$ cat src/rtl/mmio_uart_tx.sv
// mmio_uart_tx: memory-mapped 8N1 UART transmitter with a TX FIFO, STATUS/BAUD/CTRL/LEVEL/ID registers.
// Optional parity bit (CTRL[3:2]) is built only when UART_TX_PARITY_EN is defined.
module mmio_uart_tx #(
  parameter logic [31:0] BASE_ADDR   = 32'hE000_0000,
  parameter int unsigned FIFO_DEPTH  = 8,
  parameter logic [15:0] DEFAULT_DIV = 16'd16
) (
  input  logic        clk,
  input  logic        rst,
  input  logic [31:0] addr,
  input  logic [31:0] wdata,
  input  logic        mem_write,
  output logic [31:0] rdata,
  output logic        sel,
  output logic        tx,
  output logic        irq
);

  localparam int unsigned AW = (FIFO_DEPTH > 1) ? $clog2(FIFO_DEPTH) : 1;
  localparam int unsigned LW = AW + 1;
  localparam logic [LW-1:0] DEPTH_L  = LW'(FIFO_DEPTH);
  localparam logic [31:0]   ID_VALUE = 32'h5541_5254;

`ifdef UART_TX_PARITY_EN
  typedef enum logic [2:0] {
    S_IDLE,
    S_START,
    S_DATA,
    S_PARITY,
    S_STOP
  } state_t;
`else
  typedef enum logic [1:0] {
    S_IDLE,
    S_START,
    S_DATA,
    S_STOP
  } state_t;
`endif

  // Register file
  logic [3:0]    ctrl_q, ctrl_d;
  logic [15:0]   baud_q, baud_d;
  logic          ovf_q, ovf_d;

  // FIFO
  logic [7:0]    mem_q [FIFO_DEPTH];
  logic [7:0]    mem_d [FIFO_DEPTH];
  logic [AW-1:0] wr_ptr_q, wr_ptr_d;
  logic [AW-1:0] rd_ptr_q, rd_ptr_d;
  logic [LW-1:0] level_q, level_d;

  // Serialiser
  state_t        state_q, state_d;
  logic [15:0]   cnt_q, cnt_d;
  logic [15:0]   eff_div_q, eff_div_d;
  logic [2:0]    bit_q, bit_d;
  logic [7:0]    shift_q, shift_d;
`ifdef UART_TX_PARITY_EN
  logic          par_bit_q, par_bit_d;
  logic          par_en_q, par_en_d;
`endif

  // Registered outputs
  logic          tx_q, tx_d;
  logic          busy_q, busy_d;
  logic          irq_q, irq_d;

  logic [2:0]    reg_idx;
  logic          wr_en;
  logic          push_req;
  logic          push;
  logic          pop;
  logic          full;
  logic          empty;
  logic          bit_done;
  logic          unused_bits;

  assign reg_idx     = addr[4:2];
  assign sel         = (addr[31:5] == BASE_ADDR[31:5]) && (addr[4:0] < 5'h18);
  assign wr_en       = mem_write && sel;
  assign push_req    = wr_en && (reg_idx == 3'd0);
  assign full        = (level_q == DEPTH_L);
  assign empty       = (level_q == '0);
  assign push        = push_req && !full;
  assign pop         = (state_q == S_IDLE) && ctrl_q[0] && !empty;
  assign bit_done    = (cnt_q == (eff_div_q - 16'd1));
  assign unused_bits = ^{addr[1:0], wdata[31:16]};

  assign tx  = tx_q;
  assign irq = irq_q;

  always_comb begin
    rdata = '0;
    if (sel) begin
      unique case (reg_idx)
        3'd1:    rdata = {27'b0, ovf_q, full, empty, busy_q, ctrl_q[0]};
        3'd2:    rdata = {16'b0, baud_q};
        3'd3:    rdata = {28'b0, ctrl_q};
        3'd4:    rdata = {{(32 - LW){1'b0}}, level_q};
        3'd5:    rdata = ID_VALUE;
        default: rdata = '0;
      endcase
    end
  end

  always_comb begin
    ctrl_d    = ctrl_q;
    baud_d    = baud_q;
    ovf_d     = ovf_q;
    mem_d     = mem_q;
    wr_ptr_d  = wr_ptr_q;
    rd_ptr_d  = rd_ptr_q;
    level_d   = level_q;
    state_d   = state_q;
    cnt_d     = cnt_q;
    eff_div_d = eff_div_q;
    bit_d     = bit_q;
    shift_d   = shift_q;
`ifdef UART_TX_PARITY_EN
    par_bit_d = par_bit_q;
    par_en_d  = par_en_q;
`endif

    if (wr_en) begin
      unique case (reg_idx)
        3'd1: if (wdata[4]) ovf_d = 1'b0;
        3'd2: baud_d = wdata[15:0];
`ifdef UART_TX_PARITY_EN
        3'd3: ctrl_d = wdata[3:0];
`else
        3'd3: ctrl_d = {2'b00, wdata[1:0]};
`endif
        default: ;
      endcase
    end

    if (push_req && full) ovf_d = 1'b1;

    if (push) begin
      mem_d[wr_ptr_q] = wdata[7:0];
      wr_ptr_d        = wr_ptr_q + AW'(1);
    end
    if (pop) rd_ptr_d = rd_ptr_q + AW'(1);

    unique case ({push, pop})
      2'b10:   level_d = level_q + LW'(1);
      2'b01:   level_d = level_q - LW'(1);
      default: level_d = level_q;
    endcase

    unique case (state_q)
      S_IDLE: begin
        if (pop) begin
          shift_d   = mem_q[rd_ptr_q];
          eff_div_d = (baud_q == '0) ? 16'd1 : baud_q;
          cnt_d     = '0;
          bit_d     = '0;
`ifdef UART_TX_PARITY_EN
          par_bit_d = (^mem_q[rd_ptr_q]) ^ ctrl_q[3];
          par_en_d  = ctrl_q[2];
`endif
          state_d   = S_START;
        end
      end
      S_START: begin
        if (bit_done) begin
          cnt_d   = '0;
          state_d = S_DATA;
        end else begin
          cnt_d = cnt_q + 16'd1;
        end
      end
      S_DATA: begin
        if (bit_done) begin
          cnt_d   = '0;
          shift_d = {1'b0, shift_q[7:1]};
          if (bit_q == 3'd7) begin
`ifdef UART_TX_PARITY_EN
            state_d = par_en_q ? S_PARITY : S_STOP;
`else
            state_d = S_STOP;
`endif
          end else begin
            bit_d = bit_q + 3'd1;
          end
        end else begin
          cnt_d = cnt_q + 16'd1;
        end
      end
`ifdef UART_TX_PARITY_EN
      S_PARITY: begin
        if (bit_done) begin
          cnt_d   = '0;
          state_d = S_STOP;
        end else begin
          cnt_d = cnt_q + 16'd1;
        end
      end
`endif
      S_STOP: begin
        if (bit_done) begin
          cnt_d   = '0;
          state_d = S_IDLE;
        end else begin
          cnt_d = cnt_q + 16'd1;
        end
      end
      default: state_d = S_IDLE;
    endcase
  end

  // Outputs are registered from the current state, so tx and busy trail the FSM by one clock.
  always_comb begin
    tx_d = 1'b1;
    unique case (state_q)
      S_START:  tx_d = 1'b0;
      S_DATA:   tx_d = shift_q[0];
`ifdef UART_TX_PARITY_EN
      S_PARITY: tx_d = par_bit_q;
`endif
      default:  tx_d = 1'b1;
    endcase
    busy_d = (state_q != S_IDLE);
    irq_d  = empty && (state_q == S_IDLE) && ctrl_q[1];
  end

  always_ff @(posedge clk) begin
    if (rst) begin
      ctrl_q    <= '0;
      baud_q    <= DEFAULT_DIV;
      ovf_q     <= 1'b0;
      mem_q     <= '{default: '0};
      wr_ptr_q  <= '0;
      rd_ptr_q  <= '0;
      level_q   <= '0;
      state_q   <= S_IDLE;
      cnt_q     <= '0;
      eff_div_q <= 16'd1;
      bit_q     <= '0;
      shift_q   <= '0;
`ifdef UART_TX_PARITY_EN
      par_bit_q <= 1'b0;
      par_en_q  <= 1'b0;
`endif
      tx_q      <= 1'b1;
      busy_q    <= 1'b0;
      irq_q     <= 1'b0;
    end else begin
      ctrl_q    <= ctrl_d;
      baud_q    <= baud_d;
      ovf_q     <= ovf_d;
      mem_q     <= mem_d;
      wr_ptr_q  <= wr_ptr_d;
      rd_ptr_q  <= rd_ptr_d;
      level_q   <= level_d;
      state_q   <= state_d;
      cnt_q     <= cnt_d;
      eff_div_q <= eff_div_d;
      bit_q     <= bit_d;
      shift_q   <= shift_d;
`ifdef UART_TX_PARITY_EN
      par_bit_q <= par_bit_d;
      par_en_q  <= par_en_d;
`endif
      tx_q      <= tx_d;
      busy_q    <= busy_d;
      irq_q     <= irq_d;
    end
  end

endmodule

$ cat config.mk
export PLATFORM = sky130hd
export DESIGN_NAME = mmio_uart_tx
export DESIGN_NICKNAME = d
export VERILOG_FILES = /design/src/rtl/mmio_uart_tx.sv
export SDC_FILE = /design/constraint.sdc
export NUM_CORES = 1
export LEC_CHECK = 0
export ABC_AREA = 1
export ABC_CLOCK_PERIOD_IN_PS = 3990
export CORE_MARGIN = 5
export CORE_UTILIZATION = 36
export CTS_CLUSTER_SIZE = 14
export DETAILED_ROUTE_END_ITERATION = 6
export GPL_TIMING_DRIVEN = 0
export SLEW_MARGIN = 10
export SYNTH_ARGS = -nofsm -noshare
export SYNTH_HDL_FRONTEND = slang
export SYNTH_SLANG_ARGS = --single-unit
$ cat constraint.sdc
create_clock -name clk -period 3.99 [get_ports clk]
set_input_delay 0.399 -clock clk [delete_from_list [all_inputs] [get_ports clk]]
set_output_delay 0.399 -clock clk [all_outputs]
set_load 0.03 [all_outputs]
* Word-level counts from Yosys, hierarchy flattened
Cells that the tools add are included.
** Storage, ports and cells
- Flip-flop bits (word level) :: 141
- Word-level logic and storage cells :: 116
- Output and inout bits :: 35
- Bits of input ports :: 67
** Operators by class
- Bitwise gates (word level) :: 2
- Reduce and logical (&&, ||, !) cells :: 30
- Mux-type cells :: 31
- $add $sub $neg :: 7
- Equality and inequality tests :: 20
- Order comparisons :: 4
** Operator list (count)
- case mux 31 bit (5 select lines) :: 1
- bitwise mux 64 bit :: 1
- two-way mux 16 bit :: 3
- two-way mux 8 bit :: 5
- case mux 16 bit (2 select lines) :: 1
- two-way mux 31 bit :: 1
- equality test 27 bit, second input constant :: 1
- binary-select mux 8 bit (select 3 bit) :: 1
- demux 8 bit (select 3 bit) :: 1
- adder 16 x 1 -> 16 bit, second input constant :: 1
- equality test 16 bit :: 1
- zero test 16 bit :: 1
- case mux 8 bit (2 select lines) :: 1
- subtractor 16 x 1 -> 16 bit, second input constant :: 1
- inequality test 2 bit, second input constant :: 6
- nonzero test 2 bit :: 6
- logical AND 1 bit :: 10
- two-way mux 2 bit :: 5
- adder 3 x 1 -> 3 bit, second input constant :: 3
- equality test 3 bit, second input constant :: 3
- two-way mux 3 bit :: 3
- >= comparator 4 bit, second input constant :: 2
- inverter 3 -> 4 bit :: 2
- case mux 2 bit (4 select lines) :: 1
- other kinds (22) :: 33

* Logic depth before layout (Yosys ltp)
- Depth in word-level cells :: 7
- Gate-level depth with buffers :: 17
- Depth with buffers taken out :: 17

* Least setup slack after synthesis
Ideal clock, no wire load.
- Path kind :: input to register
- Start point :: in addr[12]
- End point :: reg level_q[3]
- Path buffers :: 0
- Slack :: 1142 ps
- Required time :: 3871 ps
- Setup time :: 119 ps
- Stages :: 15
- Arrival time :: 2729 ps
- Cell sequence :: or2_1 nor4_4 nand3_4 nor2_4 nand3_4 ha_1 ha_1 nand2_1 nor2_1 a211oi_1 nor2_1 nor2_1 nand2_1 o21ai_0 a21oi_1
** On the way
- Cells in the longest elaborated chain, start to end :: 7
- Elaborated cells between the ends (all ways) :: 9
- Those cells by class :: eq/ne (3); mux (1); reduce/logical (5)
** RTL lines
- from (decl) :: line 10 : input logic [31:0] addr,
- equality test 27 bit (*) :: line 80 : assign sel = (addr[31:5] == BASE_ADDR[31:5]) && (addr[4:0] < 5'h18);
- logical AND 1 bit (*) :: line 80
- logical AND 1 bit (*) :: line 81 : assign wr_en = mem_write && sel;
- logical AND 1 bit (*) :: line 82 : assign push_req = wr_en && (reg_idx == 3'd0);
- logical AND 1 bit (*) :: line 85 : assign push = push_req && !full;
- equality test 2 x 1 -> 1 bit or equality test 2 bit (tied branches) :: line 146 : unique case ({push, pop})
- case mux 4 bit (2 select lines) or nonzero test 2 bit (tied branches)
- to (signal assigned) :: line 256 : level_q <= level_d;
- to (decl) :: line 51 : logic [LW-1:0] level_q, level_d;
Every way passes the cells marked *; elsewhere a longest branch is shown, timed or not.
A chain may end at the register's enable or synchronous reset.

* Worst setup path in the final report
- Start point :: in addr[3]
- End point :: out rdata[2]
** On the way
- Cells in the longest elaborated chain, start to end :: 3
- Elaborated cells between the ends (all ways) :: 9
- Those cells by class :: order compare (1); eq/ne (5); mux (2); reduce/logical (1)
** RTL lines
- < comparator 5 bit (tied with other cells) :: line 80
- logical AND 1 bit or case mux 31 bit (5 select lines) (tied branches) :: line 80, 96
- two-way mux 31 bit (*) :: line 95 : if (sel) begin
- to (decl) :: line 13 : output logic [31:0] rdata,
Marked as above.

==> key figures <==
Clocking
  • Clock Pin Slew Worst Setup and Hold Paths: about 0.06 ns
  • CTS H-Tree Depth: 4
  • TritonCTS Buffers: 17
  • CTS tree: done
  • Clk_lat worst skew: 0.44 ns
  • Post-CTS Setup Inserts: 0
  • CTS Root Cell: clkbuf_16
  • TritonCTS Sinks: 141
  • Bufs on Longest Clock Path: 2
  • Hold_buf cts: 0
  • Post_cts resized: 0

GRT
  • Pin count of the biggest net entering global routing: 17
  • GRT busiest layer: met2
  • Initial antenna violation count: 0
  • Met1 usage: 24.8%
  • Total grt overflow: 0
  • Met2 Track Usage GR: between 30% and 40%
  • Grt met3 use: 4.27%
  • First-pass GRT wire length: 37.3 mm
  • Vias in the first global route: 7077
  • Gr usage total: 19.2%

Yosys
  • Seq/Total Area, Yosys: between 30 and 40%
  • Synth area leader: dfxtp_1
  • Cell area after synthesis: 7680 sq um
  • EDFF count, synth: 0
  • Flops & latches, synth: 141
  • Most numerous cell in the Yosys netlist: nor2_1
  • Post-synth cell types: 46
  • Synthesized instance count: 1122
  • Yosys warns: 0
  • Post-synth top area share: 36.7%
  • Post-synth top cells: nor2_1, nand2_1, dfxtp_1, inv_1, a21oi_1
  • Main synth FF type: dfxtp_1
  • Ranking of synthesized cells by area: dfxtp_1, nor2_1, nand2_1
  • Syn avg cell area: 6.85 sq um
  • Ys async rst share: 0%

STA
  • Peak Freq: 284 MHz
  • Final setup vio count: 0
  • Final Skew: 0.00988 ns
  • Worst setup margin: 0.470 ns
  • Worst Tran Pin Value: 0.918 ns
  • Max-slew violation count: 0
  • Period utilisation layout: 88.2%
  • Setup TNS: 0 ns
  • Final worst path period need: 3.52 ns
  • RSZ-0062 raised after global routing: no
  • Slew margin rel.: 38.8%
  • Final hold violations: 0

Routing
  • Vias: 7419
  • WL final: 23.0 mm
  • TritonRoute pass-1 iters: 5
  • DRC: 0
  • Final ANT Viol Nets: 0
  • Vias per cell: 4.94
  • Avg WL per Cell: between 15 and 20 microns
  • DR iter-0 viols: 450

Place
  • GPL Wtd Cong: 0.856
  • Setup WS pre-CTS: 0.263 ns
  • Number of port buffers: 64
  • DPL Wire Length: 17.2 mm

Die
  • Core Area: 21000 sq um
  • Std cell rows: 53
  • Die area: 24400 sq um
  • Starting Density: 36.6%
  • Die H: between 150 and 200 microns
  • # IOs: 102
  • DIE WIDTH: roughly 160 microns

Critical path
  • Critical Path Fanout Max: 10
  • Crit. End Element: output port
  • Crit-path most repeated cell: clkdlybuf4s50_1
  • WP data required: 3.59 ns
  • WS Path Type: in2out
  • Max stage delay cell, worst path: clkdlybuf4s50_1
  • Critical Path AT: roughly 3.1 ns
  • CP startpoint kind: input port
  • CP Cell Sequence: clkdlybuf4s50_1 > inv_1 > nor3_2 > clkinv_1 > o21ai_0 > a221oi_1 > nor2_1 > clkdlybuf4s50_1
  • Slowest stage delay, CP: roughly 0.68 ns
  • Reg2Reg Depth: 15

Cells and area
  • Area grow syn2layout: 20.4%
  • Layout cell share with drive strength beyond 1: under 10%
  • Fill cells: 2219
  • Nets@finish: 1298
  • Finished Core Util: 44.0%
  • Antenna Cells: 0

Job
  • Number of max-cap violations: 0

Hold path
  • Hold Crit Depth: 2
  • Hold Path Class: reg2reg

Pwr
  • Leakage: 0.00389 uW
  • PD cells: 371 nW/um^2
  • Peak VDD IR: about 0.30 mV

Run status
  • Outcome: finished, final reports clean
[routing by layer]
| metal | up-vias | share of wire, % |
|---|---|---|
| met3 | 30 | 4.9 |
| met2 | 181 | 48 |
| met4 | 0 | 1.7 |
| li1 | 3810 | - |
| met5 | - | 0 |
| met1 | 3398 | 45 |
[registers in the layout, indices dropped and copies added (netlist names)]
name,count
baud_q,16
bit_q,3
busy_q,1
cnt_q,16
ctrl_q,2
eff_div_q,16
irq,1
level_q,4
mem_q,64
ovf_q,1
rd_ptr_q,3
shift_q,8
state_q,2
tx,1
wr_ptr_q,3
[layout make-up]
type,count,area (sq um),share of cell area [%]
plain buffers,68,357,3.85
flip-flops and latches,141,2820,30.5
clock inverters,9,62.6,0.676
repair buffers,64,641,6.92
well taps,275,344,3.72
inverters,97,369,3.99
multi-input cells,825,4170,45.1
clock buffers,23,488,5.27
[logic make-up after synthesis]
kind of cell,count (synthesis),synth area share [%]
AND/OR/NAND/NOR,577,33.9
AO/OA/AOI/OAI,193,13.8
buffers and inverters,165,9.44
flip-flops,141,36.7
XOR/XNOR,28,3.19
adder cells (fa/ha/maj),17,2.87
other,1,0.0488
[through the flow]
stage,hold WS (ns),power [uW],instance area [sq um],instances
final,0.460,3440,9250,1502
after global routing,0.479,3580,9250,1502
after CTS,0.465,3460,9250,1502
after detailed placement,0.451,1970,8700,1470
after global placement,0.449,1970,8700,1470
after floorplan,0.426,1800,7720,1131
[report_power, final]
| part | total [uW] | switching (uW) | internal [uW] |
|---|---|---|---|
| Sequential | 1450 | 16.3 | 1430 |
| Combinational | 492 | 337 | 155 |
| Clock | 1490 | 635 | 859 |
[cell usage in the layout, fill, tap and decap left out, types with 5 or more instances in the layout]
cell type	netlist	layout
nor2_1	240	240
o22ai_1	17	17
conb_1	1	10
nand2_1	203	203
nand4_1	10	10
nor3_2	19	19
buf_4	17	17
inv_1	91	91
ha_1	16	16
o21ai_0	65	65
buf_1	9	9
a211oi_1	16	16
nor4_1	5	5
buf_2	5	5
a21oi_1	80	80
xor2_1	15	15
nand3_1	44	44
clkdlybuf4s50_1	0	64
clkbuf_16	0	17
clkbuf_1	32	34
dfxtp_1	141	141
nor3_1	27	27
xnor2_1	13	13
nand3_4	5	5
a31oi_1	11	11
[path summary, 6_finish.rpt]
| kind | startpoint | endpoint | slack [ns] |
|---|---|---|---|
| setup reg to reg | state_q[1] | level_q[3] | 0.67 |
| setup / recovery | addr[3] | rdata[2] | 0.47 |
| hold reg to reg | shift_q[0] | tx | 0.46 |
| hold / removal | shift_q[0] | tx | 0.46 |
[critical path: cells and delay by family]
family,cells,cell delay (ns)
buffers and inverters,4,1.78
and+or+nand+nor,2,0.53
AOI/OAI and AO/OA,2,0.40
Note: power is estimated with default switching activity, not from simulation.
